==> config.mk <==
export PLATFORM = sky130hd
export DESIGN_NAME = core_trace_ctrl
export DESIGN_NICKNAME = d
export VERILOG_FILES = /design/src/rtl/core_trace_ctrl.sv
export SDC_FILE = /design/constraint.sdc
export NUM_CORES = 1
export LEC_CHECK = 0
export CORE_UTILIZATION = 60
export CTS_BUF_LIST = sky130_fd_sc_hd__clkbuf_2 sky130_fd_sc_hd__clkbuf_4 sky130_fd_sc_hd__clkbuf_8
export CTS_CLUSTER_SIZE = 40
export DETAILED_ROUTE_END_ITERATION = 8
export PLACE_DENSITY = 0.88
export SETUP_SLACK_MARGIN = 0.1
export SLEW_MARGIN = 0
export SYNTH_ARGS = -nofsm -noshare
export SYNTH_HDL_FRONTEND = slang
export SYNTH_SLANG_ARGS = --single-unit
==> constraint.sdc <==
create_clock -name clk -period 9.3 [get_ports clk]
set_clock_uncertainty 0.15 [all_clocks]
set_input_delay 1.86 -clock clk [delete_from_list [all_inputs] [get_ports clk]]
set_output_delay 1.86 -clock clk [all_outputs]
set_load 0.005 [all_outputs]
==> src/rtl/core_trace_ctrl.sv <==
// core_trace_ctrl: controls a core's reset and run window, and captures
// the IF/ID instruction stream into a first-word-fall-through trace buffer.
// A run ends on the halt opcode or on the cycle budget. When a run ends the
// core goes back into reset and the trace buffer stays readable.
module core_trace_ctrl #(
    parameter int DATA_W     = 32,
    parameter int PC_W       = 32,
    parameter int RST_CYCLES = 10,
    parameter int MAX_CYCLES = 100,
    parameter int DEPTH      = 16,
    parameter logic [DATA_W-1:0] HALT_INST = {DATA_W{1'b1}}
) (
    input  logic                            clk,
    input  logic                            rst,
    input  logic                            restart,
    input  logic                            inst_vld_i,
    input  logic [DATA_W-1:0]               inst_i,
    input  logic [PC_W-1:0]                 pc_i,
    input  logic                            rd_en,
    output logic                            core_rst,
    output logic                            running,
    output logic                            done,
    output logic                            halted,
    output logic                            timeout,
    output logic                            overflow,
    output logic [$clog2(MAX_CYCLES+1)-1:0] cycle_cnt,
    output logic [DATA_W-1:0]               rd_inst,
    output logic [PC_W-1:0]                 rd_pc,
    output logic                            empty,
    output logic                            full,
    output logic [$clog2(DEPTH):0]          count
);
    localparam int HW = (RST_CYCLES > 1) ? $clog2(RST_CYCLES) : 1;
    localparam int CW = $clog2(MAX_CYCLES + 1);
    localparam int AW = $clog2(DEPTH);
    localparam int EW = DATA_W + PC_W;

    localparam logic [HW-1:0] HOLD_LAST = HW'(RST_CYCLES - 1);
    localparam logic [CW-1:0] CYC_LAST  = CW'(MAX_CYCLES - 1);
    localparam logic [AW:0]   DEPTH_C   = (AW + 1)'(DEPTH);

    typedef enum logic [1:0] {S_HOLD, S_RUN, S_DONE} state_t;

    state_t          state_q, state_d;
    logic [HW-1:0]   hold_cnt_q, hold_cnt_d;
    logic [CW-1:0]   cyc_q, cyc_d;
    logic            halted_q, halted_d;
    logic            timeout_q, timeout_d;
    logic            ovf_q, ovf_d;
    logic [AW-1:0]   wr_ptr_q, wr_ptr_d;
    logic [AW-1:0]   rd_ptr_q, rd_ptr_d;
    logic [AW:0]     count_q, count_d;

    logic [EW-1:0]   trace_mem [DEPTH];
    logic [EW-1:0]   head_w;

    logic            in_run, full_w, empty_w, pop, wr_en, is_halt, is_limit;

    // Buffer status and capture/pop qualification for this cycle.
    always_comb begin
        in_run   = (state_q == S_RUN);
        full_w   = (count_q == DEPTH_C);
        empty_w  = (count_q == '0);
        pop      = rd_en & ~empty_w;
        // A full buffer still accepts a capture when the head leaves in the same cycle.
        wr_en    = in_run & inst_vld_i & (~full_w | rd_en);
        is_halt  = in_run & inst_vld_i & (inst_i == HALT_INST);
        is_limit = in_run & (cyc_q == CYC_LAST);
    end

    // Next-state logic: run-control FSM plus buffer pointer bookkeeping.
    always_comb begin
        state_d    = state_q;
        hold_cnt_d = hold_cnt_q;
        cyc_d      = cyc_q;
        halted_d   = halted_q;
        timeout_d  = timeout_q;
        ovf_d      = ovf_q;
        wr_ptr_d   = wr_ptr_q;
        rd_ptr_d   = rd_ptr_q;
        count_d    = count_q;

        if (wr_en) begin
            wr_ptr_d = wr_ptr_q + AW'(1);
        end
        if (pop) begin
            rd_ptr_d = rd_ptr_q + AW'(1);
        end
        case ({wr_en, pop})
            2'b10:   count_d = count_q + (AW + 1)'(1);
            2'b01:   count_d = count_q - (AW + 1)'(1);
            default: count_d = count_q;
        endcase
        if (in_run && inst_vld_i && !wr_en) begin
            ovf_d = 1'b1;
        end

        case (state_q)
            S_HOLD: begin
                if (hold_cnt_q == HOLD_LAST) begin
                    state_d    = S_RUN;
                    hold_cnt_d = '0;
                    cyc_d      = '0;
                end else begin
                    hold_cnt_d = hold_cnt_q + HW'(1);
                end
            end
            S_RUN: begin
                // Halt has priority over timeout; the terminating cycle does not count up.
                if (is_halt) begin
                    state_d  = S_DONE;
                    halted_d = 1'b1;
                end else if (is_limit) begin
                    state_d   = S_DONE;
                    timeout_d = 1'b1;
                end else begin
                    cyc_d = cyc_q + CW'(1);
                end
            end
            S_DONE: begin
                // Restart wipes the run result and the buffer, overriding any pop this cycle.
                if (restart) begin
                    state_d    = S_HOLD;
                    hold_cnt_d = '0;
                    cyc_d      = '0;
                    halted_d   = 1'b0;
                    timeout_d  = 1'b0;
                    ovf_d      = 1'b0;
                    wr_ptr_d   = '0;
                    rd_ptr_d   = '0;
                    count_d    = '0;
                end
            end
            default: state_d = S_HOLD;
        endcase
    end

    // Control and status registers with asynchronous active-low reset.
    always_ff @(posedge clk or negedge rst) begin
        if (!rst) begin
            state_q    <= S_HOLD;
            hold_cnt_q <= '0;
            cyc_q      <= '0;
            halted_q   <= 1'b0;
            timeout_q  <= 1'b0;
            ovf_q      <= 1'b0;
            wr_ptr_q   <= '0;
            rd_ptr_q   <= '0;
            count_q    <= '0;
        end else begin
            state_q    <= state_d;
            hold_cnt_q <= hold_cnt_d;
            cyc_q      <= cyc_d;
            halted_q   <= halted_d;
            timeout_q  <= timeout_d;
            ovf_q      <= ovf_d;
            wr_ptr_q   <= wr_ptr_d;
            rd_ptr_q   <= rd_ptr_d;
            count_q    <= count_d;
        end
    end

    // Trace storage; contents need no reset because reads are masked while empty.
    always_ff @(posedge clk) begin
        if (wr_en) begin
            trace_mem[wr_ptr_q] <= {inst_i, pc_i};
        end
    end

    // Head entry is shown without a read strobe and forced to zero while empty.
    always_comb begin
        head_w  = empty_w ? '0 : trace_mem[rd_ptr_q];
        rd_inst = head_w[EW-1:PC_W];
        rd_pc   = head_w[PC_W-1:0];
    end

    assign core_rst  = (state_q != S_RUN);
    assign running   = (state_q == S_RUN);
    assign done      = (state_q == S_DONE);
    assign halted    = halted_q;
    assign timeout   = timeout_q;
    assign overflow  = ovf_q;
    assign cycle_cnt = cyc_q;
    assign empty     = empty_w;
    assign full      = full_w;
    assign count     = count_q;

endmodule

==> flow_metrics.tcl <==
set metrics [dict create \
    grt_max_degree 111 \
    firstDrtPassIters 7 \
    ff2ff_path_depth 6 \
    r2r_slack_ps 5360 \
    num_rows 95 \
    max_slew.worst_pin.slew_ps 1190 \
    combPwrFrac_pct 30.5 \
    cts.clk_slew.worst_paths_ps 60 \
    critical_path_class "reg2out" \
    required_ps 7290 \
    globalplace.congestion 0.759 \
    hold_end "halted$_DFFE_PN0P_" \
    finalPower_mw 13.8 \
    cts_root_buffer "clkbuf_8" \
    synthToLayoutAreaGrowth_pct 13.7 \
    hold_depth 1 \
    avgSynthCellArea_um2 24.0 \
    end_kind "primary output" \
    ant_nets 0 \
    slew_viol_final 0 \
    fin_crit_sh_pct 71.4 \
    synth_cells 1695 \
    core_area_um2 67000 \
    io_pins 153 \
    cts_inserted_buffers 156 \
    min_from "halted$_DFFE_PN0P_" \
    relSlewSlack_pct 20.1 \
    ys_ff_latch 1053 \
    cts.path.max_buffers 3 \
    vdd_drop_max_mv 0.269 \
    startpoint_type "register" \
    wl_um 89900 \
    reg2reg_to "trace_mem[10][23]$_DFFE_PP_" \
    p_leak_nw 14.7 \
    yosysWarnings 0 \
    die_w_um 262 \
    die-area_um2 68700 \
    drv_cap 0 \
    min_period_ps 6640 \
    synth_area_um2 40600 \
    grt_overflow 0 \
    critPathMaxFanout 110 \
    cts_sinks 1053 \
    drt_iter0_markers 2255 \
    avgRoutedWirePerCell_um 30.5 \
    hold_viol_final 0 \
    clk_latency_ps 770 \
    swShare_pct 28.0 \
    postCtsHoldBufs 0 \
    drt-vias-per-instance 6.56 \
    layout_setup_ws_ps 2660 \
    final.fill_count 3686 \
    via_count 19352 \
    post-place-ws_ps 3360 \
    cts-resized-gates 0 \
    async_flop_share_pct 2.75 \
    antenna_found_initial 9 \
    drive_gt1_share_pct 30.0 \
    grt_pass1_vias 20188 \
    synth.distinct_cells 46 \
    power_density_nw_per_um2 299 \
    cts_htree_levels 4 \
    seq_power_share_pct 43.7 \
    grt_usage_pct 27.0 \
    p_switching_mw 3.86 \
    grt_pass1_wl_um 129000 \
    synth_area_leaders "edfxtp_1 (76%), mux4_2 (18%), dfrtp_1 (1.8%)" \
    fmax_mhz 151 \
    place_area_um2 43200 \
    synth_top_cell_by_area "edfxtp_1" \
    hp-class "reg2reg" \
    synth_top_cell_area_share_pct 75.7 \
    setup_viol 0 \
    drc 0 \
    fin_nets 2037 \
    pwr-share-clk_pct 25.7 \
    dp_hpwl_um 45800 \
    yosysSeqAreaShare_pct 77.5 \
    post_cts_buffers 0 \
    syn_nets 1775 \
    die_y_um 262 \
    r2r_start "state_q[1]$_DFFE_PN0P_" \
    rsz0062_at_grt "false" \
    whs_ps 344 \
    synth_ff_type "edfxtp_1" \
    io_buffer_count 152 \
    cp.arrival_ps 4630 \
    cts_tree "built" \
    p_int_mw 9.93 \
    final_area_um2 46200 \
    synth_edf_count 1024 \
    initial_core_util_pct 60.6 \
    status "finished, final reports clean" \
]
==> cells in the mapped netlist (all sizes together), types with 3 or more instances <==
cell	instances
edfxtp	1024
mux4	320
and2	71
buf	49
clkbuf	38
dfrtp	29
nor2	24
inv	14
ha	11
nand2	11
o21ai	11
nand4	9
nor4	9
nand3	7
nor3	7
xor2	6
a21oi	5
o31ai	5
xnor2	5
and3	4
nor2b	4
a21o	3
or3	3
==> stage by stage <==
stage / std cells / util [%] / TNS (ps)
2_1_floorplan: 1695 / - / -46430
3_3_place_gp: 2672 / 64.4 / 0
3_5_place_dp: 2672 / 64.4 / 0
4_1_cts: 2945 / 68.8 / 0
5_1_grt: 2950 / 68.8 / 0
6_report: 2950 / 68.8 / 0
==> state kept, by name, summed over array words and instances, names as in the netlist <==
register	flops
hold_cnt_q	4
state_q	2
trace_mem	1024
timeout	1
overflow	1
wr_ptr_q	4
rd_ptr_q	4
halted	1
count	5
cycle_cnt	7
==> area by class of cell <==
cell class	instances	area (µm²)	share of cell area [%]
clock inverters	58	314	0.680
flip-flops and latches	1053	31500	68.2
multi-input cells	540	8720	18.9
clock buffers	215	2640	5.72
inverters	15	56.3	0.122
repair buffers	191	1830	3.96
diodes	5	12.5	0.0271
well taps	873	1090	2.37
==> placed cells by master (no fill, tap or decap), types with 20 or more instances in the layout <==
master and n:
dfrtp_1 25, clkdlybuf4s50_1 152, edfxtp_1 1024, clkbuf_8 164, nor2_1 20, and2_1 67, buf_4 38, clkinv_1 35
clkbuf_4 51, mux4_2 320
==> power groups by stage <==
stage	clock (mW)	combinational, mW	sequential, mW
after global routing	3.79	4.45	6.07
after floorplan	0	2.82	5.92
after detailed placement	0	4.23	6.13
after global placement	0	4.12	6.08
final	3.55	4.21	6.03
after CTS	3.59	4.26	6.03
==> layer usage <==
| layer | up-vias | routed length [µm] | share of wire, % | global-route usage [%] |
|---|---|---|---|---|
| li1 | 7789 | - | - | - |
| met1 | 10065 | 32400 | 36 | 35.3 |
| met2 | 1294 | 45700 | 51 | 43.6 |
| met3 | 196 | 9080 | 10 | 7.20 |
| met4 | 8 | 2630 | 2.9 | 10.9 |
| met5 | - | 52 | 0.058 | 0 |
==> how the worst max path moves through the flow <==
stage / slack (ps) / depth (start not counted) / endpoint / startpoint
2_1_floorplan: -180 / 4 / trace_mem[0][0]$_DFFE_PP_ / inst_vld_i
3_3_place_gp: 3440 / 5 / rd_inst[13] / rd_ptr_q[0]$_DFF_PN0_
3_5_place_dp: 3360 / 5 / rd_pc[2] / rd_ptr_q[0]$_DFF_PN0_
4_1_cts: 2460 / 5 / rd_pc[2] / rd_ptr_q[0]$_DFF_PN0_
5_1_grt: 2300 / 5 / rd_inst[2] / rd_ptr_q[0]$_DFF_PN0_
6_report: 2660 / 5 / rd_pc[2] / rd_ptr_q[0]$_DFF_PN0_
==> critical path: stages (launching register included) <==
cell,delay (ps)
dfrtp_4,1160
buf_12,710
mux4_2,660
mux4_2,530
and2_1,230
clkdlybuf4s50_1,470
==> cell families after synthesis <==
group	Yosys count	share of synthesized area, %
buffers and inverters	102	1.26
muxes	322	17.8
xor gates and xnor gates	11	0.237
DFF	1053	77.5
AOI/OAI and AO/OA	37	0.622
and+or+nand+nor	159	2.22
adders and majority gates	11	0.339
(Power assumes the default switching activity.)
